[src/rtl/cpu_run_ctrl.sv]
// Run controller for single_cycle_cpu: streams a program into imem,
// runs the CPU until a halt address or cycle limit, captures x31.
module cpu_run_ctrl #(
  parameter int IMEM_DEPTH = 64,
  parameter int ADDR_W     = $clog2(IMEM_DEPTH),
  parameter int CYC_W      = 16
) (
  input  logic              clk,
  input  logic              rst,
  input  logic              host_valid,
  output logic              host_ready,
  input  logic [31:0]       host_data,
  input  logic              host_last,
  input  logic              start,
  input  logic              clear,
  input  logic [63:0]       halt_pc,
  input  logic [CYC_W-1:0]  cycle_limit,
  output logic              imem_we,
  output logic [ADDR_W-1:0] imem_waddr,
  output logic [31:0]       imem_wdata,
  output logic              cpu_rst,
  output logic              cpu_en,
  input  logic [63:0]       cpu_pc,
  input  logic [63:0]       debug_out,
  output logic              busy,
  output logic              done,
  output logic              timeout,
  output logic [63:0]       result,
  output logic [CYC_W-1:0]  cycles,
  output logic [ADDR_W:0]   load_count
);

  typedef enum logic [2:0] {
    S_IDLE,
    S_LOAD,
    S_READY,
    S_RUN,
    S_DONE
  } state_t;

  localparam logic [ADDR_W:0] FULL = (ADDR_W+1)'(IMEM_DEPTH);
  localparam logic [ADDR_W:0] LAST = FULL - 1'b1;

  state_t           state;
  state_t           state_nx;
  logic [CYC_W-1:0] limit;
  logic             lim_on;
  logic             at_halt;
  logic             at_limit;
  logic             beat;
  logic             wr;
  logic             go_run;
  logic             go_done;

  assign lim_on   = limit != '0;
  assign at_halt  = cpu_pc == halt_pc;
  assign at_limit = lim_on && (cycles == limit);

  assign host_ready = !rst
                   && (state == S_IDLE || state == S_LOAD)
                   && (load_count < FULL);
  assign beat = host_valid && host_ready;

  always_comb begin
    state_nx = state;
    cpu_rst  = 1'b1;
    cpu_en   = 1'b0;
    busy     = 1'b0;
    done     = 1'b0;
    unique case (state)
      S_IDLE: begin
        if (beat)
          state_nx = host_last ? S_READY : S_LOAD;
      end
      S_LOAD: begin
        busy = 1'b1;
        if (clear)
          state_nx = S_IDLE;
        else if (beat && (host_last || load_count == LAST))
          state_nx = S_READY;
      end
      S_READY: begin
        if (clear)
          state_nx = S_IDLE;
        else if (start)
          state_nx = S_RUN;
      end
      S_RUN: begin
        cpu_rst = 1'b0;
        busy    = 1'b1;
        cpu_en  = !at_halt && (!lim_on || cycles < limit);
        if (at_halt || at_limit)
          state_nx = S_DONE;
      end
      S_DONE: begin
        cpu_rst = 1'b0;
        done    = 1'b1;
        if (clear)
          state_nx = S_IDLE;
        else if (start)
          state_nx = S_READY;
      end
      default: state_nx = S_IDLE;
    endcase
  end

  // a clear in LOAD discards the beat it coincides with
  assign wr      = beat && (state_nx != S_IDLE);
  assign go_run  = (state == S_READY) && (state_nx == S_RUN);
  assign go_done = (state == S_RUN) && (state_nx == S_DONE);

  always_ff @(posedge clk) begin
    if (rst) begin
      state      <= S_IDLE;
      imem_we    <= 1'b0;
      imem_waddr <= '0;
      imem_wdata <= '0;
      load_count <= '0;
      limit      <= '0;
      cycles     <= '0;
      timeout    <= 1'b0;
      result     <= '0;
    end else begin
      state   <= state_nx;
      imem_we <= wr;
      if (wr) begin
        imem_waddr <= load_count[ADDR_W-1:0];
        imem_wdata <= host_data;
      end
      if (state_nx == S_IDLE)
        load_count <= '0;
      else if (wr)
        load_count <= load_count + 1'b1;
      if (go_run) begin
        limit   <= cycle_limit;
        cycles  <= '0;
        timeout <= 1'b0;
      end else if (cpu_en && cycles != '1) begin
        cycles <= cycles + 1'b1;
      end
      // CPU is frozen this cycle, so debug_out is stable
      if (go_done) begin
        result  <= debug_out;
        timeout <= !at_halt;
      end
    end
  end

endmodule
[config.mk]
export PLATFORM = sky130hd
export DESIGN_NAME = cpu_run_ctrl
export DESIGN_NICKNAME = d
export VERILOG_FILES = /design/src/rtl/cpu_run_ctrl.sv
export SDC_FILE = /design/constraint.sdc
export NUM_CORES = 1
export LEC_CHECK = 0
export ABC_CLOCK_PERIOD_IN_PS = 4400
export BUFFER_PORTS_ARGS = -buffer_cell sky130_fd_sc_hd__buf_2
export CORE_AREA = 4 4 146 148
export CTS_CLUSTER_SIZE = 12
export DETAILED_ROUTE_END_ITERATION = 7
export DIE_AREA = 0 0 150 152
export SETUP_SLACK_MARGIN = 0.4
export SKIP_CTS_REPAIR_TIMING = 1
export SYNTH_ARGS = -nofsm -noshare
export SYNTH_HDL_FRONTEND = slang
export SYNTH_SLANG_ARGS = --single-unit
[constraint.sdc]
create_clock -name clk -period 4.4 [get_ports clk]
set_clock_uncertainty 0.05 [all_clocks]
set_input_delay 0.88 -clock clk [delete_from_list [all_inputs] [get_ports clk]]
set_output_delay 0.88 -clock clk [all_outputs]
set_load 0.005 [all_outputs]
# == Word level (Yosys, flattened, before mapping) ==
# Cells that the tools add are included.
# totals
wordCells,65
in_bits,246
regBits,146
output_inout_bits,132
# classes
n_reduce_logical,26
n_eq_ne,10
n_mux,16
add_sub_neg,2
n_lt_le_gt_ge,2
# op_table
op,count
64-bit == test,1
3-bit two-way mux,8
16-bit by 1-bit adder with 16-bit output (second input constant),1
16-bit == test,1
16-bit less-than comparator,1
16-bit != test (second input constant),1
16-bit nonzero test,1
3-bit one-hot mux with 5 select lines,1
1-bit logical AND,10
3-bit by 2-bit == test with 1-bit output (second input constant),3
2-bit OR reduction,4
7-bit by 1-bit adder with 7-bit output (second input constant),1
7-bit by 6-bit == test with 1-bit output (second input constant),1
7-bit less-than comparator (second input constant),1
3-bit == test (second input constant),2
3-bit zero test,2
1-bit two-way mux,6
1-bit logical OR,4
3-bit by 1-bit == test with 1-bit output (second input constant),1
1-bit zero test,3
3-bit nonzero test,1
2-bit two-way mux,1
2-bit nonzero test,1

# == Longest topological paths before layout ==
# depth
ltp_word,13
mapped_depth,11
mapped_depth_nobuf,9

# == Worst setup path after synthesis ==
# OpenSTA, ideal clock, no wires.
# synth_timing
kind,input-to-output
startpoint,in halt_pc[48]
endpoint,out cpu_en
arrival_ns,1.826
setup_slack_ns,1.644
required_time_ns,3.470
n_path_buf,0
cell_stages,6
path_cell_list,xnor2_1 > nand4_1 > nor4_1 > nand4_1 > nand2_1 > nor2_1
# synth_between
elab_chain_cells,4
# synth_rtl
element,line_no,text
"start, declared",16,"input logic [63:0] halt_pc,"
64-bit == test,56,assign at_halt = cpu_pc == halt_pc;
1-bit zero test,91,cpu_en = !at_halt && (!lim_on || cycles < limit);
1-bit logical AND,91,
1-bit two-way mux,70,unique case (state)
"end, declared",22,"output logic cpu_en,"
# Every way passes these cells.

# == Worst setup path in the final report ==
# layout_timing
startpoint,in halt_pc[47]
endpoint,out cpu_en
# Same word-level chain as after synthesis.

==> metrics.yaml <==
cp_max_fo: 5
synth_seq_cells: 146
grt_pass1_wl_um: 34130
rsz0062_at_grt: "false"
die_w_um: 150
holdCritStartpoint: "imem_wdata[19]"
clk_pin_slew_ns: 0.06
dp_hpwl_um: 17210
num_rows: 52
ant_nets: 0
synth.avg_cell_area_um2: 8.690
ys_seq_area_share_pct: 44.08
hp-class: "reg2reg"
drv_slew: 0
wl_per_cell_um: 15.60
final-hold-violation-count: 0
yosysTopAreaCell: "dfxtp_1"
overflow: 0
pin_count: 378
path_buf_inv: 2
drive_gt1_share_pct: 36.93
nNetsFinal: 1391
syn-num-nets: 1027
synth_cells: 763
fmax_mhz: 269.1
grt_max_degree: 96
dr.pass1.iters: 6
numCtsBuffers: 17
async_reset_ff_share_pct: 0
synth_area_leaders: "dfxtp_1, mux2i_1, xnor2_1"
cp_data_required_time_ns: 3.47
syn_area_um2: 6630
min_period_over_period_pct: 84.45
r2r_cells: 9
dieArea_um2: 22800
worst-r2r-setup-slack_ns: 1.59
regToRegEndpoint: "result[43]"
cts.path.max_buffers: 2
holdWs_ns: 0.4022
rr_startpoint: "limit[11]"
max_cap_violations: 0
die_y_um: 152
antenna_found_initial: 3
worstPathArrival_ns: 2.79
drt-vias-per-instance: 4.631
grt_pass1_vias: 6344
synth_edf_count: 0
cp_cell_sequence: "buf_2 > xnor2_1 > nand4_1 > nor4_1 > nand4_1 > nand2_1 > nor2_1 > buf_2"
tightestPinTransition_ns: 0.9786
cts.htree.levels: 4
synth_flop_cell: "dfxtp_1"
yosys_warnings: 0
synth_top_area_share_pct: 44.08
hold_end: "imem_wdata[19]"
num_vias: 6535
design_area_um2: 9304
clock-root-buffer: "clkbuf_16"
place_area_um2: 8730
io_buffers: 377
gp_congestion: 0.8991
area_growth_pct: 40.33
drc_errors: 0
dp_slack_ns: 0.6600
wirelength_um: 22020
coreArea_um2: 20040
setup_ws_ns: 0.6840
ys_types: 43
holdPathStages: 2
ir_drop_uv: 252.5
p_total_mw: 3.073
setup_viol: 0
crit_family: "simple AND/OR/NAND/NOR gates"
start_util_pct: 33.09
grt_usage_pct: 18.77
powerDensity_nw_per_um2: 330.3
clock_latency_ns: 0.42
cts.sinks: 146
critPathMaxStageDelay_ns: 0.53
drt-initial-drc-count: 300
cp-start-kind: "input pin"
final.setup.tns_ns: 0
period_needed_ns: 3.716
max-slew-margin-rel_pct: 34.76
status: "finished clean"
critical_path.endpoint_type: "primary output"
critical_path_class: "in2out"
cts_tree: "done"
crit_slowest_cell: "nand4_1"
p_leak_nw: 4.097
where the power goes:
| part | switching, mW | total (mW) | internal (mW) |
|---|---|---|---|
| clock network | 0.626 | 1.42 | 0.795 |
| logic | 0.145 | 0.301 | 0.156 |
| registers | 0.0108 | 1.35 | 1.34 |
| total | 0.782 | 3.07 | 2.29 |
synth_stat cells (2+ instances only):
library cell and number:
ha_1 18, buf_2 7, dfxtp_1 146, inv_1 21
buf_4 2, o21a_1 2, o41a_1 2, and2_1 2
or3_1 7, buf_6 6, clkbuf_1 24, xnor2_1 66
nor2b_1 3, nor2_1 88, a21oi_1 72, o21ai_0 11
a211oi_1 2, mux2i_1 65, nand3_1 13, o211ai_1 6
and3_1 7, or4_1 6, nor4_1 11, xor2_1 4
nand4_1 25, nand2_1 129, nand2b_1 2
state kept, by name (all words and copies together), names as in the netlist:
register    cells
result         64
imem_wdata     32
cycles         16
limit          16
load_count      7
imem_waddr      6
state           3
imem_we         1
timeout         1
cell usage in the layout, fill, tap and decap left out, drive strengths merged, types with 3 or more instances in the layout:
| cell type | count |
|---|---|
| inv | 29 |
| clkinvlp | 3 |
| clkbuf | 17 |
| ha | 18 |
| a21oi | 73 |
| xnor2 | 66 |
| buf | 384 |
| o211ai | 6 |
| or4 | 6 |
| mux2i | 65 |
| xor2 | 4 |
| nor4 | 11 |
| dfxtp | 146 |
| nor2b | 3 |
| or3 | 7 |
| o21ai | 12 |
| clkinv | 4 |
| nor2 | 88 |
| nand3 | 13 |
| and3 | 7 |
| nand2 | 129 |
| nand4 | 25 |
worst max path at each step:
stage                     cells after the start  endpoint        start
final                                         8    cpu_en  halt_pc[47]
after global placement                        8    cpu_en  halt_pc[60]
after floorplan                               6    cpu_en  halt_pc[48]
after CTS                                     8    cpu_en  halt_pc[47]
after global routing                          8    cpu_en  halt_pc[47]
after detailed placement                      8    cpu_en  halt_pc[39]
routing by layer:
metal  vias up  share of wire (%)  global-route usage (%)
li1       3329                  -                       -
met1      2982                 44                   24.46
met2       193                 48                   30.24
met3        27                6.9                   5.868
met4         4                1.4                   4.706
met5         -              0.068                       0
worst reg2reg max path, cell delays in order (launching register included):
cell and delay (ns):
dfxtp_1 0.38, inv_1 0.06, ha_1 0.32, nand4_1 0.14, nor4_1 0.35, nand3_1 0.31, a21oi_4 0.42, buf_12 0.31
mux2i_1 0.26, nor2_1 0.06
metrics by stage:
| step | utilization [%] | cells |
|---|---|---|
| final | 46.43 | 1411 |
| after global routing | 46.43 | 1411 |
| after CTS | 46.42 | 1410 |
| after detailed placement | 43.56 | 1378 |
| after global placement | 43.56 | 1378 |
| after floorplan | - | 763 |
cell families (layout without fill, tap and decap cells):
family,after synthesis,count (layout),synth area share [%]
AOI/OAI and AO/OA,105,105,8.907
xor gates and xnor gates,70,70,9.247
adders and majority gates,19,19,3.548
buffers and inverters,61,438,4.378
DFF,146,146,44.08
muxes,65,65,9.813
other,0,1,0
and+or+nand+nor,297,297,20.02
cell type report:
class	count	area (um^2)
antenna	1	2.502
clock buffer	17	425.4
clock inverter	15	146.4
fill	2070	10740
inverter	22	82.58
multi-input combinational	556	3432
sequential	146	2923
tap	270	337.8
timing repair buffer	384	1954
Power figures use the tool's default switching activity.
